## config.mk

```make
export PLATFORM = sky130hd
export DESIGN_NAME = sap_controller_sequencer
export DESIGN_NICKNAME = d
export VERILOG_FILES = /design/src/rtl/sap_pkg.sv /design/src/rtl/t_state_ring.sv /design/src/rtl/sap_controller_sequencer.sv
export SDC_FILE = /design/constraint.sdc
export NUM_CORES = 1
export LEC_CHECK = 0
export CAP_MARGIN = 30
export CORE_AREA = 2 2 39 41
export CTS_CLUSTER_DIAMETER = 150
export DETAILED_ROUTE_END_ITERATION = 8
export DIE_AREA = 0 0 41 43
export PLACE_DENSITY = 0.77
export SLEW_MARGIN = 20
export SYNTH_ARGS = -nofsm -noshare
export SYNTH_HDL_FRONTEND = slang
export SYNTH_SLANG_ARGS = --single-unit
```

## constraint.sdc

```tcl
create_clock -name clk -period 4.36 [get_ports clk]
set_input_delay 0.872 -clock clk [delete_from_list [all_inputs] [get_ports clk]]
set_output_delay 0.872 -clock clk [all_outputs]
set_load 0.005 [all_outputs]
```

## src/rtl/sap_pkg.sv

```systemverilog
// rtl/sap_pkg.sv - SAP sequencer opcodes, control-word bit map and widths
package sap_pkg;

    localparam int CW_W = 12;
    localparam int T_W  = 6;

    localparam logic [3:0] OP_LDA = 4'h0;
    localparam logic [3:0] OP_ADD = 4'h1;
    localparam logic [3:0] OP_SUB = 4'h2;
    localparam logic [3:0] OP_OUT = 4'hE;
    localparam logic [3:0] OP_HLT = 4'hF;

    localparam int PC_INC  = 11;
    localparam int PC_OUT  = 10;
    localparam int MAR_LD  = 9;
    localparam int RAM_OUT = 8;
    localparam int IR_LD   = 7;
    localparam int IR_OUT  = 6;
    localparam int A_LD    = 5;
    localparam int A_OUT   = 4;
    localparam int ALU_SUB = 3;
    localparam int ALU_OUT = 2;
    localparam int B_LD    = 1;
    localparam int OUT_LD  = 0;

    function automatic logic is_onehot(input logic [T_W-1:0] v);
        return (v != '0) && ((v & (v - T_W'(1))) == '0);
    endfunction

endpackage

```

## src/rtl/t_state_ring.sv

```systemverilog
// rtl/t_state_ring.sv - one-hot T-state ring with hold, early return and recovery
module t_state_ring
    import sap_pkg::*;
(
    input  logic           clk,
    input  logic           rst,
    input  logic           hold,
    input  logic           early_end,
    output logic [T_W-1:0] t_state
);

    logic [T_W-1:0] r_t_state;

    // Recovery outranks hold so a corrupted ring cannot stay frozen while halted.
    always_ff @(posedge clk) begin
        if (rst) begin
            r_t_state <= T_W'(1);
        end else if (!is_onehot(r_t_state)) begin
            r_t_state <= T_W'(1);
        end else if (hold) begin
            r_t_state <= r_t_state;
        end else if (early_end) begin
            r_t_state <= T_W'(1);
        end else begin
            r_t_state <= {r_t_state[T_W-2:0], r_t_state[T_W-1]};
        end
    end

    assign t_state = r_t_state;

endmodule

```

## src/rtl/sap_controller_sequencer.sv

```systemverilog
// rtl/sap_controller_sequencer.sv - SAP T-state sequencer and microcode decoder (option: SAP_EARLY_END_EN)
module sap_controller_sequencer
    import sap_pkg::*;
(
    input  logic            clk,
    input  logic            rst,
    input  logic [3:0]      opcode,
    output logic [T_W-1:0]  t_state,
    output logic [CW_W-1:0] ctrl,
    output logic            halt
);

    logic            r_halt;
    logic [T_W-1:0]  w_t;
    logic [CW_W-1:0] w_ctrl;
    logic            w_is_hlt;
    logic            w_hold;
    logic            w_early_end;

    assign w_is_hlt = (opcode == OP_HLT);
    assign w_hold   = r_halt | (w_t[3] & w_is_hlt);

`ifdef SAP_EARLY_END_EN
    logic w_known;
    assign w_known     = (opcode == OP_LDA) || (opcode == OP_ADD) || (opcode == OP_SUB) ||
                         (opcode == OP_OUT) || (opcode == OP_HLT);
    assign w_early_end = (w_t[4] & (opcode == OP_LDA)) |
                         (w_t[3] & ((opcode == OP_OUT) | !w_known));
`else
    assign w_early_end = 1'b0;
`endif

    t_state_ring u_ring (
        .clk       (clk),
        .rst       (rst),
        .hold      (w_hold),
        .early_end (w_early_end),
        .t_state   (w_t)
    );

    always_ff @(posedge clk) begin
        if (rst) begin
            r_halt <= 1'b0;
        end else if (w_t[3] && w_is_hlt) begin
            r_halt <= 1'b1;
        end
    end

    // Opcode is only consulted from T4 on; fetch words are opcode-independent.
    always_comb begin
        w_ctrl = '0;
        if (w_t[0]) begin
            w_ctrl[PC_OUT] = 1'b1;
            w_ctrl[MAR_LD] = 1'b1;
        end else if (w_t[1]) begin
            w_ctrl[PC_INC] = 1'b1;
        end else if (w_t[2]) begin
            w_ctrl[RAM_OUT] = 1'b1;
            w_ctrl[IR_LD]   = 1'b1;
        end else if (w_t[3]) begin
            if (opcode == OP_LDA || opcode == OP_ADD || opcode == OP_SUB) begin
                w_ctrl[IR_OUT] = 1'b1;
                w_ctrl[MAR_LD] = 1'b1;
            end else if (opcode == OP_OUT) begin
                w_ctrl[A_OUT]  = 1'b1;
                w_ctrl[OUT_LD] = 1'b1;
            end
        end else if (w_t[4]) begin
            if (opcode == OP_LDA) begin
                w_ctrl[RAM_OUT] = 1'b1;
                w_ctrl[A_LD]    = 1'b1;
            end else if (opcode == OP_ADD || opcode == OP_SUB) begin
                w_ctrl[RAM_OUT] = 1'b1;
                w_ctrl[B_LD]    = 1'b1;
            end
        end else if (w_t[5]) begin
            if (opcode == OP_ADD || opcode == OP_SUB) begin
                w_ctrl[ALU_OUT] = 1'b1;
                w_ctrl[A_LD]    = 1'b1;
                w_ctrl[ALU_SUB] = (opcode == OP_SUB);
            end
        end
        if (r_halt) begin
            w_ctrl = '0;
        end
    end

    assign t_state = w_t;
    assign ctrl    = w_ctrl;
    assign halt    = r_halt;

endmodule

```

==> results of run 1 <==
## cells by family after synthesis
kind of cell / share of synthesized area (%)
XOR/XNOR: 1.72
flip-flops: 27.5
buffers and inverters: 8.09
AO/OA/AOI/OAI: 11.8
multiplexers: 5.88
AND/OR/NAND/NOR: 43.1
adder cells (fa/ha/maj): 1.96
## stage by stage
stage / hold WS, ns / setup slack [ns] / area, µm² / cells / util, %
2_1_floorplan: 0.559 / 1.88 / 510 / 64 / -
3_3_place_gp: 0.590 / 0.904 / 737 / 98 / 53.3
3_5_place_dp: 0.595 / 0.846 / 737 / 98 / 53.3
4_1_cts: 0.606 / 0.840 / 764 / 102 / 55.2
5_1_grt: 0.638 / 0.786 / 764 / 102 / 55.2
6_report: 0.605 / 0.856 / 764 / 102 / 55.2
## final timing paths
| kind | startpoint | end | cells past startpoint | slack, ns |
|---|---|---|---|---|
| setup / recovery | opcode[3] | ctrl[2] | 4 | 0.86 |
| hold / removal | u_ring.t_state[5] | u_ring.t_state[5] | 2 | 0.60 |
| setup reg to reg | u_ring.t_state[3] | u_ring.t_state[0] | 4 | 2.75 |
| hold reg to reg | u_ring.t_state[5] | u_ring.t_state[5] | 2 | 0.60 |
## area by class of cell
cell class / count / area (µm²) / share of cell area [%]
Clock inverter: 1 / 5.00 / 0.655
Inverter: 2 / 7.51 / 0.982
Sequential cell: 7 / 140 / 18.3
Tap cell: 16 / 20.0 / 2.62
Multi-Input combinational cell: 49 / 329 / 43.0
Timing Repair Buffer: 24 / 240 / 31.4
Clock buffer: 3 / 22.5 / 2.95
## flip-flops by register name, summed over array words and instances (netlist names)
signal          count
u_ring.t_state      6
halt                1
## worst register-to-register path, cell delays in order, from the launching register on
cell	delay (ns)
dfxtp_1	0.40
maj3_1	0.38
o21ai_0	0.15
o2111ai_1	0.28
a211o_1	0.30
## placed cells by master (no fill, tap or decap), drive strengths merged
| master | Yosys | routed |
|---|---|---|
| nor3 | 6 | 6 |
| or3 | 2 | 2 |
| nor2 | 9 | 9 |
| o22ai | 1 | 1 |
| inv | 2 | 2 |
| nor4b | 1 | 1 |
| nand2 | 1 | 1 |
| a21oi | 1 | 1 |
| o21ai | 1 | 1 |
| or4 | 2 | 2 |
| nand3 | 4 | 4 |
| clkinv | 0 | 1 |
| a211o | 1 | 1 |
| o21ba | 2 | 2 |
| clkdlybuf4s50 | 0 | 24 |
| and2b | 1 | 1 |
| o2111ai | 1 | 1 |
| a31oi | 1 | 1 |
| maj3 | 1 | 1 |
| mux2i | 3 | 3 |
| nand2b | 3 | 3 |
| nor4 | 2 | 2 |
| dfxtp | 7 | 7 |
| nor2b | 2 | 2 |
| clkbuf | 4 | 3 |
| nor3b | 3 | 3 |
| xor2 | 1 | 1 |
## where the power goes
| group | switching (mW) | internal [mW] |
|---|---|---|
| Combinational | 0.0448 | 0.0834 |
| Sequential | 0.0311 | 0.0766 |
| Clock | 0.0251 | 0.0335 |
## layer usage
layer | share of wire (%) | routed length [µm]
met5 | 0 | 0
met4 | 0 | 0
met3 | 7.0 | 85
met2 | 50 | 607
met1 | 43 | 516
==> reports/results.ini, run 1 <==
[timing]
finalHoldViolations=0
max_freq_mhz=285
min_period_over_period_pct=80.4
rsz0062_at_grt=no
tns_ns=0
worst_slew_pin_slew_ns=0.497
maxSlewHeadroom_pct=66.8
finalCriticalPeriod_ns=3.50
skew_ns=0.00303
setup_violations=0
drv_slew=0

[logic_synthesis]
synth.avg_cell_area_um2=7.98
synth_top_cell_area_share_pct=27.5
ys_types=29
yosys-top-cells-count=9 x nor2_1, 7 x dfxtp_1, 5 x nor3_1
synth_cells=64
synth_edf_count=0
ys_warn_count=0
asyncSetResetFlopFracSynth_pct=0
synthFlopType=dfxtp_1
synth_top_area_cell=dfxtp_1
synth_nets=70
synthTopCellsByArea=dfxtp_1 27%, nor2_1 6.6%, mux2i_1 5.9%, nor3_1 4.9%, nor3b_2 4.9%
netlist_area_um2=510
synthMostInstantiatedCell=nor2_1
synth_seq_cells=7
yosysSeqAreaShare_pct=27.5

[cts]
cts_resized=0
clock-sinks=7
cts_root_buf=clkbuf_4
insertion_delay_ns=0.25
post_cts_buffers=0
clock_path_buffers=2
cts_htree_levels=1
clk_pin_slew_ns=0.05
cts_hold_buf=0
numCtsBuffers=3
cts_tree=built

[setup_path]
cp-end-kind=primary output
crit_type=in2out
crit_chain=clkdlybuf4s50_1 > or4_4 > nor3b_2 > clkdlybuf4s50_1
crit_required_ns=3.49
crit_arrival_ns=2.63
cp_top_family=buffers and inverters
slowest_delay_ns=0.57
startpoint_type=input pin
cp_num_buf_inv=2
cp_common_cell=clkdlybuf4s50_1
crit_slowest_cell=or4_4
path_max_fanout=4

[detailed_routing]
wl_per_cell_um=11.9
drtAntennaViolNets=0
vias=542
drt_iter0_drc=3
drt-pass1-iter-count=4
drc_errors=0
routed_wl_mm=1.21
drt-vias-per-instance=5.31

[global_route]
antenna_found_initial=0
overflow=0
grt_max_degree=13
grt_pass1_wl_mm=1.88
first_global_vias=436
grt_use_met2_pct=24.4
grt_usage_pct=15.6
met1_usage_pct=18.3
top_usage_layer=met2
grt_use_met3_pct=6.28

[final_layout]
num_antenna_cells=0
area_growth_pct=49.8
fillerInstances=144
fin_nets=93
drive_above_1_share_pct=12.8

[power_and_ir_drop]
finalPower_uw=295
p_leak_nw=0.270
powerDensity_nw_per_um2=385
vdd_drop_max_mv=0.236

[place]
port_buffers=24
dp_hpwl_um=915
place_congestion=0.684

[job]
drv_cap=0

[floorplanning]
core_area_um2=1380
fp.dieArea_um2=1760
ioPinCount=25
rows=14
die_x_um=41
dieHeight_um=43
initial_core_util_pct=36.9

[status]
status=finished, final reports clean

[hold_path]
hp-class=reg2reg

(Power assumes the default switching activity.)
==> run 2: changes to the inputs <==
--- a/config.mk
+++ b/config.mk
@@ -6,11 +6,11 @@
 export NUM_CORES = 1
 export LEC_CHECK = 0
 export CAP_MARGIN = 30
-export CORE_AREA = 2 2 39 41
+export CORE_MARGIN = 2
+export CORE_UTILIZATION = 38
 export CTS_CLUSTER_DIAMETER = 150
 export DETAILED_ROUTE_END_ITERATION = 8
-export DIE_AREA = 0 0 41 43
-export PLACE_DENSITY = 0.77
+export PLACE_DENSITY = 0.76
 export SLEW_MARGIN = 20
 export SYNTH_ARGS = -nofsm -noshare
 export SYNTH_HDL_FRONTEND = slang
==> constraint.sdc (replaced) <==
create_clock -name clk -period 3.3 [get_ports clk]
set_input_delay 0.66 -clock clk [delete_from_list [all_inputs] [get_ports clk]]
set_output_delay 0.66 -clock clk [all_outputs]
set_load 0.005 [all_outputs]
==> reports/results.ini, run 2 (synthesis gave the netlist of run 1 again) <==
[detailed_routing]
drt-pass1-iter-count=3
wl_per_cell_um=11.7
drc_errors=0
drtAntennaViolNets=0
routed_wl_mm=1.18
drt-vias-per-instance=5.19
drt_iter0_drc=7
vias=524

[timing]
max_freq_mhz=326
min_period_over_period_pct=92.9
worst_slew_pin_slew_ns=0.505
setup_violations=0
maxSlewHeadroom_pct=66.3
rsz0062_at_grt=no
drv_slew=0
tns_ns=0
skew_ns=0.00448
finalHoldViolations=0
finalCriticalPeriod_ns=3.07

[power_and_ir_drop]
vdd_drop_max_mv=0.320
powerDensity_nw_per_um2=512
finalPower_uw=390
clkPwrFrac_pct=19.6
switching_share_pct=34.0
pwr-share-seq_pct=36.8
p_int_uw=257
comb_power_share_pct=43.5
switching_power_uw=133
p_leak_nw=0.267

[cts]
numCtsBuffers=3
cts_resized=0
cts_tree=built
clock-sinks=7
clock_path_buffers=2
cts_hold_buf=0
cts_htree_levels=1
clk_pin_slew_ns=0.05
post_cts_buffers=0
insertion_delay_ns=0.25
cts_root_buf=clkbuf_4

[final_layout]
multiInputGateArea_um2=329
num_antenna_cells=0
largest_reg_flops=6
area_growth_pct=49.3
seqCellArea_um2=140
drive_above_1_share_pct=11.6
final_cell_mix=24 x clkdlybuf4s50_1, 9 x nor2_1, 7 x dfxtp_1, 5 x nor3_1, 4 x nand3_1
layout_commonest_cell=clkdlybuf4s50_1
fillerInstances=141
fin_nets=93

[place]
place_congestion=0.773
port_buffers=24
dp_hpwl_um=848

[setup_path]
crit_type=in2out
startpoint_type=input pin
cp-end-kind=primary output
path_max_fanout=4
cp_top_family=buffers and inverters
crit_slowest_cell=or4_4
crit_arrival_ns=2.41
crit_required_ns=2.64
slowest_delay_ns=0.57
crit_chain=clkdlybuf4s50_1 > or4_4 > nor3b_2 > clkdlybuf4s50_1
cp_num_buf_inv=2
cp_common_cell=clkdlybuf4s50_1

[floorplanning]
initial_core_util_pct=39.7
core_area_um2=1280
dieHeight_um=40.7
die_x_um=40.7
rows=13
fp.dieArea_um2=1650
ioPinCount=25

[global_route]
grt_max_degree=13
grt_pass1_wl_mm=1.90
overflow=0
antenna_found_initial=0
grt_usage_pct=17.4
first_global_vias=448

[status]
status=finished, final reports clean

[job]
drv_cap=0

[hold_path]
hp-class=reg2reg

-- run 2: cell count changes in the layout (fill, tap and decap cells not counted) --
cell,delta
clkbuf_1,+1
clkinv_2,-1
-- run 2: worst paths after layout --
kind,startpoint,slack (ns),to,depth (start not counted)
setup / recovery,opcode[3],0.23,ctrl[2],4
hold / removal,u_ring.t_state[5],0.61,u_ring.t_state[5],2
setup reg to reg,u_ring.t_state[3],1.65,u_ring.t_state[0],4
hold reg to reg,u_ring.t_state[5],0.61,u_ring.t_state[5],2
-- run 2: worst min-delay path, delay by kind of cell, from the launching register on --
| kind | cells | cell delay, ns |
|---|---|---|
| and+or+nand+nor | 1 | 0.05 |
| muxes | 1 | 0.14 |
| DFF | 1 | 0.37 |
-- run 2: layout make-up --
type	instances	area share (%)
multi-input cells	49	43.2
flip-flops and latches	7	18.4
well taps	15	2.46
clock buffers	4	3.45
repair buffers	24	31.5
inverters	2	0.985
-- run 2: metrics by stage --
step / hold WS, ns / setup WS (ns) / std cells / cell area, µm² / utilization (%)
after global placement: 0.581 / 0.265 / 97 / 736 / 57.3
after detailed placement: 0.593 / 0.229 / 97 / 736 / 57.3
final: 0.610 / 0.234 / 101 / 762 / 59.3
after CTS: 0.612 / 0.222 / 101 / 762 / 59.3
after floorplan: 0.559 / 1.03 / 64 / 510 / -
after global routing: 0.641 / 0.152 / 101 / 762 / 59.3
-- run 2: metal layers --
| metal | global-route usage, % | vias to the layer above | share of wire, % |
|---|---|---|---|
| met5 | 0 | - | 0 |
| li1 | - | 275 | - |
| met1 | 20.3 | 232 | 47 |
| met4 | 5.00 | 0 | 0 |
| met2 | 30.2 | 17 | 46 |
| met3 | 5.43 | 0 | 7.4 |
-- run 2: power groups by stage --
stage                     Clock, mW  Sequential (mW)  Combinational, mW
final                        0.0766            0.144              0.170
after CTS                    0.0806            0.142              0.172
after floorplan                   0            0.118              0.114
after global routing         0.0838            0.151              0.189
after detailed placement          0            0.144              0.171
after global placement            0            0.143              0.169
==> run 3: changes to the inputs <==
--- a/config.mk
+++ b/config.mk
@@ -7,10 +7,10 @@
 export LEC_CHECK = 0
 export CAP_MARGIN = 30
 export CORE_MARGIN = 2
-export CORE_UTILIZATION = 38
+export CORE_UTILIZATION = 34
 export CTS_CLUSTER_DIAMETER = 150
 export DETAILED_ROUTE_END_ITERATION = 8
-export PLACE_DENSITY = 0.76
+export PLACE_DENSITY = 0.72
 export SLEW_MARGIN = 20
 export SYNTH_ARGS = -nofsm -noshare
 export SYNTH_HDL_FRONTEND = slang
==> constraint.sdc (replaced) <==
create_clock -name clk -period 2.6 [get_ports clk]
set_input_delay 0.52 -clock clk [delete_from_list [all_inputs] [get_ports clk]]
set_output_delay 0.52 -clock clk [all_outputs]
set_load 0.005 [all_outputs]
==> reports/results.ini, run 3 (synthesis gave the netlist of run 1 again) <==
[final_layout]
drive_above_1_share_pct=25.5
largest_reg_flops=6
final_cells=109
layout_commonest_cell=clkdlybuf4s50_1
area_growth_pct=62.3
num_antenna_cells=0
fin_nets=101
final_cell_area_um2=828
final_cell_mix=18 x clkdlybuf4s50_1, 8 x nor2_1, 8 x buf_4, 7 x dfxtp_1

[cts]
clock_path_buffers=2
clk_pin_slew_ns=0.05
cts_root_buf=clkbuf_4
cts_htree_levels=1
cts_tree=built
clock-sinks=7
insertion_delay_ns=0.25
numCtsBuffers=3

[power_and_ir_drop]
switching_power_uw=185
powerDensity_nw_per_um2=649
finalPower_uw=537
clkPwrFrac_pct=18.8
p_leak_nw=0.331
switching_share_pct=34.3
pwr-share-seq_pct=26.3
vdd_drop_max_mv=0.434
comb_power_share_pct=54.9
p_int_uw=353

[global_route]
overflow=0
grt_max_degree=12
first_global_vias=485
grt_pass1_wl_mm=2.19
antenna_found_initial=0
grt_usage_pct=16.2

[timing]
skew_ns=0.00386
drv_slew=0
worst_slew_pin_slew_ns=0.506
maxSlewHeadroom_pct=66.3
max_freq_mhz=394
finalCriticalPeriod_ns=2.54
min_period_over_period_pct=97.6
whs_ns=0.625
worst_slack_ns=0.0627
setup_violations=0
rsz0062_at_grt=no
finalHoldViolations=0

[floorplanning]
ioPinCount=25
die_x_um=42.8
core_area_um2=1350
rows=13
dieHeight_um=42.8
initial_core_util_pct=37.8
fp.dieArea_um2=1830

[status]
status=finished, final reports clean

[setup_path]
startpoint_type=flop
crit_arrival_ns=2.02
path_max_fanout=3
crit_type=reg2out
cp-end-kind=primary output
crit_required_ns=2.08

[detailed_routing]
routed_wl_mm=1.34
drt_iter0_drc=2
drtAntennaViolNets=0
drt-pass1-iter-count=4
vias=567
drc_errors=0
wl_per_cell_um=12.3
drt-vias-per-instance=5.20

[place]
pre_cts_ws_ns=-0.139
port_buffers=24
dp_hpwl_um=968
place_congestion=0.791
place_area_um2=788
dp.cells=104

[job]
drv_cap=0

[hold_path]
hp-class=reg2reg

-- run 3: critical path: stages (launching register included) --
cell     delay [ns]
dfxtp_1        0.31
or4_4          0.56
or4_4          0.45
buf_4          0.16
nor3b_2        0.16
buf_2          0.13
-- run 3: final cells by class --
class / count / area, µm²
clock buffers: 4 / 26.3
fillers: 123 / 522
well taps: 15 / 18.8
repair buffers: 32 / 289
flip-flops and latches: 7 / 140
inverters: 2 / 7.51
multi-input cells: 49 / 347
-- run 3: worst paths after layout --
kind	slack, ns	startpoint	end	cells past startpoint
worst max-delay path	0.06	u_ring.t_state[2]	ctrl[2]	5
worst min register to register	0.63	u_ring.t_state[5]	u_ring.t_state[5]	2
worst max register to register	0.89	u_ring.t_state[3]	u_ring.t_state[0]	5
worst min-delay path	0.63	u_ring.t_state[5]	u_ring.t_state[5]	2
-- run 3: repair_timing --
item	4_1_cts	5_1_grt
endpoints found under the hold margin	0	0
hold buffers	0	0
gates resized for setup	11	5
pin swaps	1	2
endpoints found under the setup margin	5	3
setup buffers	1	0
-- run 3: metal layers --
| metal | share of wire (%) | track usage, % | vias to the layer above |
|---|---|---|---|
| li1 | - | - | 288 |
| met1 | 46 | 20.8 | 256 |
| met2 | 46 | 23.9 | 21 |
| met3 | 6.9 | 5.53 | 2 |
| met4 | 0.89 | 7.50 | 0 |
| met5 | 0 | 0 | - |
-- run 3: per-stage QoR --
step | util (%) | setup TNS [ns]
final | 61.4 | 0
after CTS | 59.9 | 0
after global placement | 58.4 | -0.369
after global routing | 61.4 | 0
after detailed placement | 58.4 | -0.428
after floorplan | - | 0
-- run 3: power groups by stage --
stage	sequential [mW]	clock (mW)	combinational [mW]
2_1_floorplan	0.150	0	0.144
3_3_place_gp	0.142	0	0.288
3_5_place_dp	0.144	0	0.289
4_1_cts	0.142	0.104	0.293
5_1_grt	0.144	0.111	0.322
6_report	0.141	0.101	0.295
